`src/rtl/dds_cfg_pkg.sv`:
```
// Shared definitions for the DDS configuration sequencer.
// Latency: n/a (types and constants only).
// Backpressure: n/a.
package dds_cfg_pkg;

  localparam int unsigned PHASE_W_DEF = 24;

  // Phase steps as fractions of one full turn at the default width
  localparam logic [PHASE_W_DEF-1:0] PI_4 = PHASE_W_DEF'(1) << (PHASE_W_DEF - 3);
  localparam logic [PHASE_W_DEF-1:0] PI_2 = PHASE_W_DEF'(1) << (PHASE_W_DEF - 2);
  localparam logic [PHASE_W_DEF-1:0] PI   = PHASE_W_DEF'(1) << (PHASE_W_DEF - 1);

  typedef enum logic [1:0] {
    ST_INIT = 2'd0,
    ST_IDLE = 2'd1,
    ST_LOAD = 2'd2,
    ST_SEND = 2'd3
  } state_e;

endpackage

```
`src/rtl/key_debounce.sv`:
```
// Synchronises and debounces one active-low button; emits a 1-cycle pulse on an accepted press.
// Latency: 2 sync cycles + DEB_CYCLES stable cycles, then the pulse register.
// Backpressure: none; pulses are fire-and-forget.
module key_debounce #(
  parameter int unsigned DEB_CYCLES = 1000000
) (
  input  logic clk,
  input  logic rst_n,
  input  logic btn,
  output logic level,
  output logic press
);

  localparam int unsigned CNT_W = (DEB_CYCLES > 1) ? $clog2(DEB_CYCLES) : 1;
  localparam logic [CNT_W-1:0] CNT_LAST = CNT_W'(DEB_CYCLES - 1);

  logic             sync1_q, sync1_d;
  logic             sync2_q, sync2_d;
  logic             acc_q, acc_d;
  logic [CNT_W-1:0] cnt_q, cnt_d;
  logic             press_q, press_d;

  // Count stable cycles of a level that differs from the accepted one; accept it once the count is full
  always_comb begin
    sync1_d = btn;
    sync2_d = sync1_q;
    acc_d   = acc_q;
    cnt_d   = '0;
    press_d = 1'b0;
    if (sync2_q != acc_q) begin
      if (cnt_q == CNT_LAST) begin
        acc_d   = sync2_q;
        press_d = ~sync2_q;
      end else begin
        cnt_d = cnt_q + CNT_W'(1);
      end
    end
  end

  // State registers; reset leaves the button in the released (high) state
  always_ff @(posedge clk) begin
    if (!rst_n) begin
      sync1_q <= 1'b1;
      sync2_q <= 1'b1;
      acc_q   <= 1'b1;
      cnt_q   <= '0;
      press_q <= 1'b0;
    end else begin
      sync1_q <= sync1_d;
      sync2_q <= sync2_d;
      acc_q   <= acc_d;
      cnt_q   <= cnt_d;
      press_q <= press_d;
    end
  end

  assign level = acc_q;
  assign press = press_q;

endmodule

```
`src/rtl/dds_phase_cfg_ctrl.sv`:
```
// Steps the DDS phase offset / frequency index from two buttons and ships {POFF,PINC} words.
// Latency: press pulse to cfg_tvalid = 2 cycles from IDLE; one word per handshake.
// Backpressure: cfg_tvalid/cfg_tdata held while cfg_tready is low; further presses coalesce into one follow-up word.
module dds_phase_cfg_ctrl
  import dds_cfg_pkg::*;
#(
  parameter int unsigned         PHASE_W    = PHASE_W_DEF,
  parameter int unsigned         DEB_CYCLES = 1000000,
  parameter logic [PHASE_W-1:0]  FREQ0      = PHASE_W'(4096),
  parameter logic [PHASE_W-1:0]  FREQ1      = PHASE_W'(8192),
  parameter logic [PHASE_W-1:0]  FREQ2      = PHASE_W'(16384),
  parameter logic [PHASE_W-1:0]  FREQ3      = PHASE_W'(32768)
) (
  input  logic                   clk,
  input  logic                   rst_n,
  input  logic [1:0]             key_step,
  input  logic                   btn_phase,
  input  logic                   btn_freq,
  output logic [2*PHASE_W-1:0]   cfg_tdata,
  output logic                   cfg_tvalid,
  input  logic                   cfg_tready,
  output logic [PHASE_W-1:0]     poff,
  output logic [1:0]             freq_idx,
  output logic                   busy
);

  localparam logic [PHASE_W-1:0] STEP_PI_4 = PHASE_W'(1) << (PHASE_W - 3);
  localparam logic [PHASE_W-1:0] STEP_PI_2 = PHASE_W'(1) << (PHASE_W - 2);
  localparam logic [PHASE_W-1:0] STEP_PI   = PHASE_W'(1) << (PHASE_W - 1);

  logic phase_press, freq_press, any_press;
  logic phase_lvl, freq_lvl;
  logic unused_lvl;

  state_e               state_q, state_d;
  logic [PHASE_W-1:0]   poff_q, poff_d;
  logic [1:0]           freq_q, freq_d;
  logic                 pending_q, pending_d;
  logic [2*PHASE_W-1:0] tdata_q, tdata_d;
  logic                 tvalid_q, tvalid_d;
  logic [PHASE_W-1:0]   pinc_sel;

  key_debounce #(.DEB_CYCLES(DEB_CYCLES)) u_deb_phase (
    .clk   (clk),
    .rst_n (rst_n),
    .btn   (btn_phase),
    .level (phase_lvl),
    .press (phase_press)
  );

  key_debounce #(.DEB_CYCLES(DEB_CYCLES)) u_deb_freq (
    .clk   (clk),
    .rst_n (rst_n),
    .btn   (btn_freq),
    .level (freq_lvl),
    .press (freq_press)
  );

  assign unused_lvl = phase_lvl ^ freq_lvl;
  assign any_press  = phase_press | freq_press;

  // Frequency table lookup for the current index
  always_comb begin
    pinc_sel = FREQ0;
    case (freq_q)
      2'd0: pinc_sel = FREQ0;
      2'd1: pinc_sel = FREQ1;
      2'd2: pinc_sel = FREQ2;
      2'd3: pinc_sel = FREQ3;
      default: pinc_sel = FREQ0;
    endcase
  end

  // Button effects on poff/freq_idx apply in every state; the FSM snapshots them into the config word
  always_comb begin
    poff_d    = poff_q;
    freq_d    = freq_q;
    pending_d = pending_q;
    tdata_d   = tdata_q;
    tvalid_d  = tvalid_q;
    state_d   = state_q;

    if (phase_press) begin
      case (key_step)
        2'd0:    poff_d = poff_q + STEP_PI_4;
        2'd1:    poff_d = poff_q + STEP_PI_2;
        2'd2:    poff_d = poff_q + STEP_PI;
        default: poff_d = '0;
      endcase
    end
    if (freq_press) begin
      freq_d = freq_q + 2'd1;
    end

    case (state_q)
      ST_INIT: state_d = ST_LOAD;
      ST_IDLE: begin
        if (pending_q || any_press) begin
          state_d = ST_LOAD;
        end
      end
      ST_LOAD: begin
        tdata_d   = {poff_q, pinc_sel};
        tvalid_d  = 1'b1;
        pending_d = 1'b0;
        state_d   = ST_SEND;
      end
      ST_SEND: begin
        if (tvalid_q && cfg_tready) begin
          tvalid_d = 1'b0;
          state_d  = (pending_q || any_press) ? ST_LOAD : ST_IDLE;
        end
      end
      default: state_d = ST_INIT;
    endcase

    // A press in the LOAD cycle is not in the snapshot, so it must survive the clear
    if (any_press) begin
      pending_d = 1'b1;
    end
  end

  // State registers; reset drops tvalid immediately and restarts with the INIT word
  always_ff @(posedge clk) begin
    if (!rst_n) begin
      state_q   <= ST_INIT;
      poff_q    <= '0;
      freq_q    <= '0;
      pending_q <= 1'b0;
      tdata_q   <= '0;
      tvalid_q  <= 1'b0;
    end else begin
      state_q   <= state_d;
      poff_q    <= poff_d;
      freq_q    <= freq_d;
      pending_q <= pending_d;
      tdata_q   <= tdata_d;
      tvalid_q  <= tvalid_d;
    end
  end

  assign cfg_tdata  = tdata_q;
  assign cfg_tvalid = tvalid_q;
  assign poff       = poff_q;
  assign freq_idx   = freq_q;
  assign busy       = (state_q != ST_IDLE);

endmodule

```
`config.mk`:
```
export PLATFORM = sky130hd
export DESIGN_NAME = dds_phase_cfg_ctrl
export DESIGN_NICKNAME = d
export VERILOG_FILES = /design/src/rtl/dds_cfg_pkg.sv /design/src/rtl/key_debounce.sv /design/src/rtl/dds_phase_cfg_ctrl.sv
export SDC_FILE = /design/constraint.sdc
export NUM_CORES = 1
export LEC_CHECK = 0
export BUFFER_PORTS_ARGS = -buffer_cell sky130_fd_sc_hd__buf_2
export CAP_MARGIN = 20
export CELL_PAD_IN_SITES_DETAIL_PLACEMENT = 1
export CELL_PAD_IN_SITES_GLOBAL_PLACEMENT = 2
export CORE_ASPECT_RATIO = 1.5
export CORE_UTILIZATION = 28
export DETAILED_ROUTE_END_ITERATION = 8
export PLACE_DENSITY_LB_ADDON = 0.1
export SLEW_MARGIN = 20
export SYNTH_ARGS = -nofsm -noshare
export SYNTH_HDL_FRONTEND = slang
export SYNTH_SLANG_ARGS = --single-unit
```
`constraint.sdc`:
```
create_clock -name clk -period 1.6 [get_ports clk]
set_input_delay 0.32 -clock clk [delete_from_list [all_inputs] [get_ports clk]]
set_output_delay 0.32 -clock clk [all_outputs]
set_load 0.01 [all_outputs]
```
* Word level (Yosys, flattened, before mapping)
Index checks and enable logic that the tools add are counted.
** Word-level totals
- Flip-flop bits (word level) :: 126
- Output and inout port bits :: 76
- Logic and storage cells :: 68
- Bits of input ports :: 7
** Cells by class
- Bitwise gates (word level) :: 6
- $add $sub $neg :: 6
- Reduce and logical (&&, ||, !) cells :: 15
- Equality and inequality tests :: 15
- Mux-type cells :: 10
** Operators by type and width (number)
- $pmux 24 s4 :: 1
- $pmux 24 s3 :: 1
- $add 20x1->20 const B :: 2
- $eq 20x20->1 const B :: 2
- $add 24x22->24 const B :: 1
- $add 24x23->24 const B :: 1
- $add 24x24->24 const B :: 1
- $eq 2x2->1 const B :: 5
- $pmux 2 s4 :: 1
- $reduce_and 2->1 :: 4
- $eq 2x1->1 const B :: 3
- $logic_not 2->1 :: 3
- $mux 2 :: 3
- $reduce_and 3->1 :: 2
- $reduce_or 3->1 :: 2
- $not 1->1 :: 5
- $ne 2x2->1 const B :: 2
- $reduce_bool 2->1 :: 2
- $mux 1 :: 3
- $add 2x1->2 const B :: 1
- $ne 1x1->1 :: 2
- $ne 2x1->1 const B :: 1
- $pmux 1 s2 :: 1
- $logic_and 1x1->1 :: 1
- 2 further kinds :: 2

* Logic depth before layout (Yosys ltp)
Gate-level depths: netlist of the first run.
- Depth after elaboration :: 5
- Gate-level depth with buffers :: 7
- Mapped depth without buffers :: 6

* By module
A second synthesis of the first run with hierarchy kept.
** Second synthesis, totals
- Cell total of the unflattened synthesis :: 380
- Area total of the unflattened synthesis :: 3355.7 um^2
** Modules (own cells, without submodules)
- key_debounce :: area each 1049.8 um^2, times used 2, sequential area each 480.5 um^2, cells an instance 115
- dds_phase_cfg_ctrl :: area each 1256.2 um^2, times used 1, sequential area each 320.3 um^2, cells an instance 150

* Worst setup path after synthesis of the first run
Ideal clock, no wire load.
- Path kind :: register -> register
- From :: register u_deb_phase.cnt_q[12]
- To :: register u_deb_phase.cnt_q[15]
- Clock period less this slack :: 1.708 ns
- Arrival :: 1.593 ns
- Setup slack :: -0.108 ns
- Data required time :: 1.485 ns
- Path buffers :: 2
- Library setup time :: 0.115 ns
- Cell stages (with the launch flop) :: 7
- Path through :: dfxtp_1 > or4_4 > nor4_4 > a21o_1 > buf_6 > buf_6 > nor2_1
** On the way
- Cells in the longest elaborated chain, start to end :: 2
- Elaborated cells on any way between the ends :: 3
- Those cells by class :: add/sub: 1; eq/ne: 1; reduce/logical: 1
** RTL lines
- start, declared :: RTL line key_debounce.sv:20 : logic [CNT_W-1:0] cnt_q, cnt_d;
- start signal, assigned :: RTL line key_debounce.sv:52 : cnt_q <= cnt_d;
- branches (longest 2 deep; another with $add 20x1->20)
Parallel ways; which one is timed is not known.
A chain may end at the register's enable or synchronous reset.

* Worst setup path in the final report of the first run
- From :: register u_deb_phase.cnt_q[11]
- To :: register u_deb_phase.cnt_q[12]
The elaborated chain is that of the path after synthesis.

==> reports/qor.yml, run 1 <==
initial_core_util_pct: 28.8
synth_ff_type: "dfxtp_1"
status: "complete, but fails checks"
hold_viol: 0
cts_buffers: 9
vias: 2575
die_area_sq_um: 12300
period_share_pct: 107
clk_pin_slew_worst_paths_ns: 0.06
ios: 83
nFillCells: 1421
p_per_area_nw_per_um2: 954
fmax_mhz: 586
post-place-ws_ns: -0.153
htree_levels: 3
core_area_sq_um: 11500
finalSetupViolations: 20
wl_um: 7240
synthCells: 380
grt_pass1_wl_um: 11900
setup_ws_ns: -0.107
finClkSkew_ns: 0.00614
cp_max_fo: 19
finalSetupTns_ns: -1.95
portBuffers: 20
fin_crit_ns: 1.71
root_buffer: "clkbuf_16"
hpwlAfterDp_um: 5410
syn_avg_cell_area_sq_um: 8.74
viasPerCell: 4.24
postLayoutCellArea_sq_um: 4090
critPathKind: "reg -> reg"
drive_gt1_share_pct: 24.5
async_reset_ff_share_pct: 0
endpoint_kind: "flip-flop"
drc: 0
gp_congestion: 0.693
die_h_um: 135
violations: "setup timing"
drt_iter0_drc: 29
clk_latency_ns: 0.33
track_usage_pct: 12.3
clock_path_buffers: 2
grt_max_degree: 20
cts_tree: "done"
critPathLaunchType: "flip-flop"
rsz0062_at_grt: "true"
cts_sinks: 64
drtPass1Iterations: 3
antenna_found_initial: 0
crit_family: "simple AND/OR/NAND/NOR gates"
required_ns: 1.81
synth_edf_count: 0
post_dp_cell_area_sq_um: 3700
ys_seq_elements: 64
num_antenna_cells: 0
hold_buffers: 0
critPathSlowestCell: "or4_4"
synth-seq-area-share_pct: 38.6
vdd_ir_drop_max_v: 0.000556
crit_buf_inv: 1
areaGrowthSynthToFinish_pct: 23.2
drv_slew: 0
final_core_util_pct: 35.5
grt_pass1_vias: 2518
routedWlPerCell_um: 11.9
nets: 470
cpPeakStageDelay_ns: 0.54
synth_area_sq_um: 3320
grt.overflow.total: 0
holdWs_ns: 0.184
fp.dieW_um: 90.9
yosys_warnings: 0
synth_cell_types: 45
cap_viol_max_count: 0
crit_path_cell_trace: "or4_4 -> nor4_4 -> a21o_1 -> buf_12 -> nor2_1"
num_rows: 48
ant_nets: 0
hold_class: "in -> reg"
worstPathArrival_ns: 1.92
leakagePower_nw: 1.66
## stage by stage
| stage | instances | power, mW |
|---|---|---|
| floorplan | 441 | 1.90 |
| global placement | 587 | 1.83 |
| detailed placement | 587 | 1.83 |
| CTS | 603 | 3.97 |
| global route | 607 | 4.07 |
| finish | 607 | 3.90 |
## final timing paths
kind	from	endpoint	slack, ns	cells past startpoint
setup / recovery	u_deb_phase.cnt_q[11]	u_deb_phase.cnt_q[12]	-0.11	5
hold / removal	btn_freq	u_deb_freq.sync1_q	0.18	2
setup reg to reg	u_deb_phase.cnt_q[11]	u_deb_phase.cnt_q[12]	-0.11	5
hold reg to reg	u_deb_phase.sync1_q	u_deb_phase.sync2_q	0.42	1
## state kept, by name, summed over array words and instances, names as in the netlist, 2 cells and up
name / flops
cfg_tdata: 7
freq_idx: 2
poff: 3
state_q: 2
u_deb_freq.cnt_q: 20
u_deb_phase.cnt_q: 20
## synthesized netlist by cell type (2+ instances only)
library cell | instances | share of area, %
and2_1 | 4 | 0.75
buf_2 | 2 | 0.30
o21ai_0 | 8 | 1.2
nor4_1 | 6 | 1.1
nor2_1 | 39 | 4.4
nor2b_1 | 2 | 0.38
ha_1 | 11 | 4.1
nand2b_1 | 8 | 1.5
nand3_1 | 12 | 1.8
xor2_1 | 19 | 5.0
buf_6 | 2 | 0.68
xnor2_1 | 12 | 3.2
a21boi_0 | 8 | 1.8
o31ai_1 | 2 | 0.45
or3_1 | 5 | 0.94
nand4_1 | 14 | 2.6
clkbuf_1 | 8 | 0.90
and3_1 | 4 | 0.75
or4_1 | 2 | 0.45
o211ai_1 | 2 | 0.45
inv_1 | 13 | 1.5
nor3_1 | 5 | 0.75
a21oi_1 | 13 | 2.0
and4_1 | 4 | 1.1
buf_4 | 62 | 14
dfxtp_1 | 64 | 39
or4_4 | 2 | 0.68
nand2_1 | 30 | 3.4
## area by class of cell
cell class / count / area [sq um] / share of cell area, %
multi-input cells: 290 / 1720 / 42.1
flip-flops and latches: 64 / 1290 / 31.6
repair buffers: 74 / 519 / 12.7
clock buffers: 9 / 225 / 5.50
well taps: 150 / 188 / 4.58
clock inverters: 7 / 96.3 / 2.35
inverters: 13 / 48.8 / 1.19
## routing by layer
metal / wire length (um) / share of wire (%) / vias to the layer above / GRT usage [%]
met4: 122 / 1.7 / 0 / 6.08
met2: 3940 / 54 / 49 / 22.9
met3: 228 / 3.1 / 9 / 2.53
li1: - / - / 1300 / -
met1: 2950 / 41 / 1217 / 13.2
met5: 0 / 0 / - / 0
## layout by cell type, fill, tap and decap left out, types with 5 or more instances in the layout
cell type,count
ha_1,11
dfxtp_1,55
buf_2,21
nor2_1,39
inv_1,13
nor4_1,6
a21boi_0,8
nand4_1,14
xor2_1,19
xnor2_1,12
a21oi_1,13
dfxtp_2,8
nand2_1,30
buf_4,51
o21ai_0,8
nand2b_1,8
conb_1,62
nand3_1,11
or3_1,5
clkbuf_16,9
## power by group
part | internal (mW) | total, mW | switching (mW)
clock | 1.36 | 2.10 | 0.743
sequential | 1.61 | 1.62 | 0.0124
combinational | 0.0488 | 0.179 | 0.131
total | 3.02 | 3.90 | 0.886
## logic make-up after synthesis
group / count (synthesis) / share of synthesized area, %
AND/OR/NAND/NOR: 145 / 23.7
AO/OA/AOI/OAI: 39 / 7.34
XOR/XNOR: 31 / 8.17
buffers and inverters: 87 / 17.4
flip-flops: 64 / 38.6
adder cells (fa/ha/maj): 11 / 4.14
multiplexers: 2 / 0.640
other: 1 / 0.113
## repair_timing
| action | 4_1_cts | 5_1_grt |
|---|---|---|
| setup buffers | 0 | 3 |
| gates resized for setup | 1 | 12 |
| cloned | 0 | 1 |
| setup endpoints to repair | 21 | 38 |
| pin swaps | 0 | 2 |
Power figures use the tool's default switching activity.
==> run 2, diff against run 1 <==
--- a/config.mk
+++ b/config.mk
@@ -5,12 +5,13 @@
 export SDC_FILE = /design/constraint.sdc
 export NUM_CORES = 1
 export LEC_CHECK = 0
+export ABC_AREA = 1
 export BUFFER_PORTS_ARGS = -buffer_cell sky130_fd_sc_hd__buf_2
 export CAP_MARGIN = 20
 export CELL_PAD_IN_SITES_DETAIL_PLACEMENT = 1
 export CELL_PAD_IN_SITES_GLOBAL_PLACEMENT = 2
 export CORE_ASPECT_RATIO = 1.5
-export CORE_UTILIZATION = 28
+export CORE_UTILIZATION = 27
 export DETAILED_ROUTE_END_ITERATION = 8
 export PLACE_DENSITY_LB_ADDON = 0.1
 export SLEW_MARGIN = 20
==> reports/qor.yml, run 2 <==
fp.dieW_um: 95.2
synth_area_sq_um: 3520
drtPass1Iterations: 4
grt.overflow.total: 0
nFillCells: 1578
drv_slew: 0
p_per_area_nw_per_um2: 1010
yosysMostFrequentCell: "nand2_1"
async_reset_ff_share_pct: 0
mostFrequentLayoutCells: "nand2_1 (92), nor2_1 (86), dfxtp_1 (64)"
clk_pin_slew_worst_paths_ns: 0.05
viasPerCell: 4.20
period_share_pct: 91.4
clk_latency_ns: 0.33
grt_pass1_wl_um: 13800
drc: 0
synth.cells.most_frequent: "nand2_1 (93), nor2_1 (86), dfxtp_1 (64), buf_4 (62), inv_1 (42)"
crit_path_cell_trace: "ha_1 -> nand3_2 -> nor2_1 -> nand3_2 -> nand2_8 -> nor2_1"
synth_compound_area_share_pct: 6.54
synthCells: 490
htree_levels: 3
hpwlAfterDp_um: 6520
grt_pass1_vias: 2875
die_h_um: 142
post_dp_cell_area_sq_um: 3610
clock_path_buffers: 2
areaGrowthSynthToFinish_pct: 13.0
synth_top_family_by_area: "simple AND/OR/NAND/NOR gates"
synth-seq-area-share_pct: 36.4
postLayoutCellArea_sq_um: 3980
synth_fa_ha_area_share_pct: 3.91
grt_max_degree: 20
initial_core_util_pct: 28.0
ys_seq_elements: 64
synth_top_area_share_pct: 36.4
rsz0062_at_grt: "true"
synth_top_area_cell: "dfxtp_1"
finalSetupViolations: 0
synthXorXnorAreaFrac_pct: 3.98
yosys_warnings: 0
num_antenna_cells: 0
ant_nets: 0
leakagePower_nw: 1.58
holdWs_ns: 0.175
final_common_cell: "nand2_1"
critPathLaunchType: "flip-flop"
cts_buffers: 9
finClkSkew_ns: 0.00651
synth-simple-area-share_pct: 30.3
synth_ff_type: "dfxtp_1"
antenna_found_initial: 0
critPathSlowestCell: "dfxtp_1"
cap_viol_max_count: 0
hold_buffers: 0
root_buffer: "clkbuf_16"
multi_input_area_sq_um: 1840
finalSetupTns_ns: 0
track_usage_pct: 13.5
wl_um: 8520
cts_tree: "done"
routedWlPerCell_um: 12.4
drive_gt1_share_pct: 12.6
cp_max_fo: 18
synthMuxAreaShare_pct: 0
critPathKind: "reg -> reg"
worstPathArrival_ns: 1.68
nets: 546
seq_area_sq_um: 1280
num_rows: 50
gp_congestion: 0.677
core_area_sq_um: 12600
vias: 2895
finalPower_mw: 4.02
drt_iter0_drc: 33
syn_avg_cell_area_sq_um: 7.19
portBuffers: 20
ios: 83
hold_class: "in -> reg"
crit_family: "simple AND/OR/NAND/NOR gates"
endpoint_kind: "flip-flop"
synth_edf_count: 0
synth_cell_types: 28
ys_top_cells_by_area: "dfxtp_1 (36%), buf_4 (13%), nand2_1 (9.9%)"
vdd_ir_drop_max_v: 0.000468
fmax_mhz: 684
cpPeakStageDelay_ns: 0.35
cts_sinks: 64
fin_crit_ns: 1.46
required_ns: 1.82
hold_viol: 0
crit_buf_inv: 0
die_area_sq_um: 13500
status: "completed"
run 2: cell types whose count changed in the layout (fill, tap and decap cells not counted), moves of 9 or more:
cell     previous run  this run
a21oi_1            13        25
dfxtp_1            55        64
inv_1              13        42
nand2_1            30        92
nor2_1             39        86
buf_4              51        10
nand3_1            11        28
o21ai_0             8        17
run 2: path summary, 6_finish.rpt:
check | endpoint | startpoint | slack [ns] | cells past startpoint
hold reg to reg | u_deb_freq.sync2_q | u_deb_freq.sync1_q | 0.42 | 1
hold / removal | u_deb_phase.sync1_q | btn_phase | 0.18 | 2
setup reg to reg | u_deb_phase.cnt_q[12] | u_deb_phase.cnt_q[1] | 0.14 | 6
setup / recovery | u_deb_phase.cnt_q[12] | u_deb_phase.cnt_q[1] | 0.14 | 6
run 2: area by class of cell:
cell class	count	area share [%]
multi-input combinational	378	46.1
sequential	64	32.2
clock buffer	11	6.10
tap	156	4.91
timing repair buffer	30	4.40
inverter	45	4.25
clock inverter	5	2.01
run 2: cells by family (layout without fill, tap and decap cells):
| kind of cell | after synthesis | after routing |
|---|---|---|
| flip-flops | 64 | 64 |
| adder cells (fa/ha/maj) | 11 | 11 |
| AO/OA/AOI/OAI | 45 | 45 |
| other | 1 | 62 |
| XOR/XNOR | 16 | 16 |
| AND/OR/NAND/NOR | 243 | 244 |
| buffers and inverters | 110 | 91 |
run 2: metrics by stage:
step                      util (%)  setup WS [ns]  instances
after floorplan                  -          0.210        551
after global placement        28.7         0.0593        670
after detailed placement      28.7         0.0343        670
after CTS                     31.3         0.0350        686
after global routing          31.6        -0.0129        689
final                         31.6          0.137        689
run 2: routing by layer:
| layer | GRT usage, % | vias up | wire, um |
|---|---|---|---|
| met5 | 0 | - | 0 |
| met4 | 5.50 | 0 | 136 |
| met3 | 3.05 | 10 | 220 |
| met2 | 25.5 | 43 | 4800 |
| met1 | 13.7 | 1346 | 3370 |
| li1 | - | 1496 | - |
run 2: power by group:
| group | total (mW) | switching, mW | internal, mW | leakage (nW) |
|---|---|---|---|---|
| clock | 2.13 | 0.731 | 1.40 | 0.152 |
| combinational | 0.230 | 0.166 | 0.0641 | 0.908 |
| sequential | 1.65 | 0.0215 | 1.63 | 0.519 |
| total | 4.02 | 0.919 | 3.10 | 1.58 |
run 2: repair_timing:
action	4_1_cts	5_1_grt
setup endpoints to repair	0	33
setup buffers	0	2
resized for setup	0	4
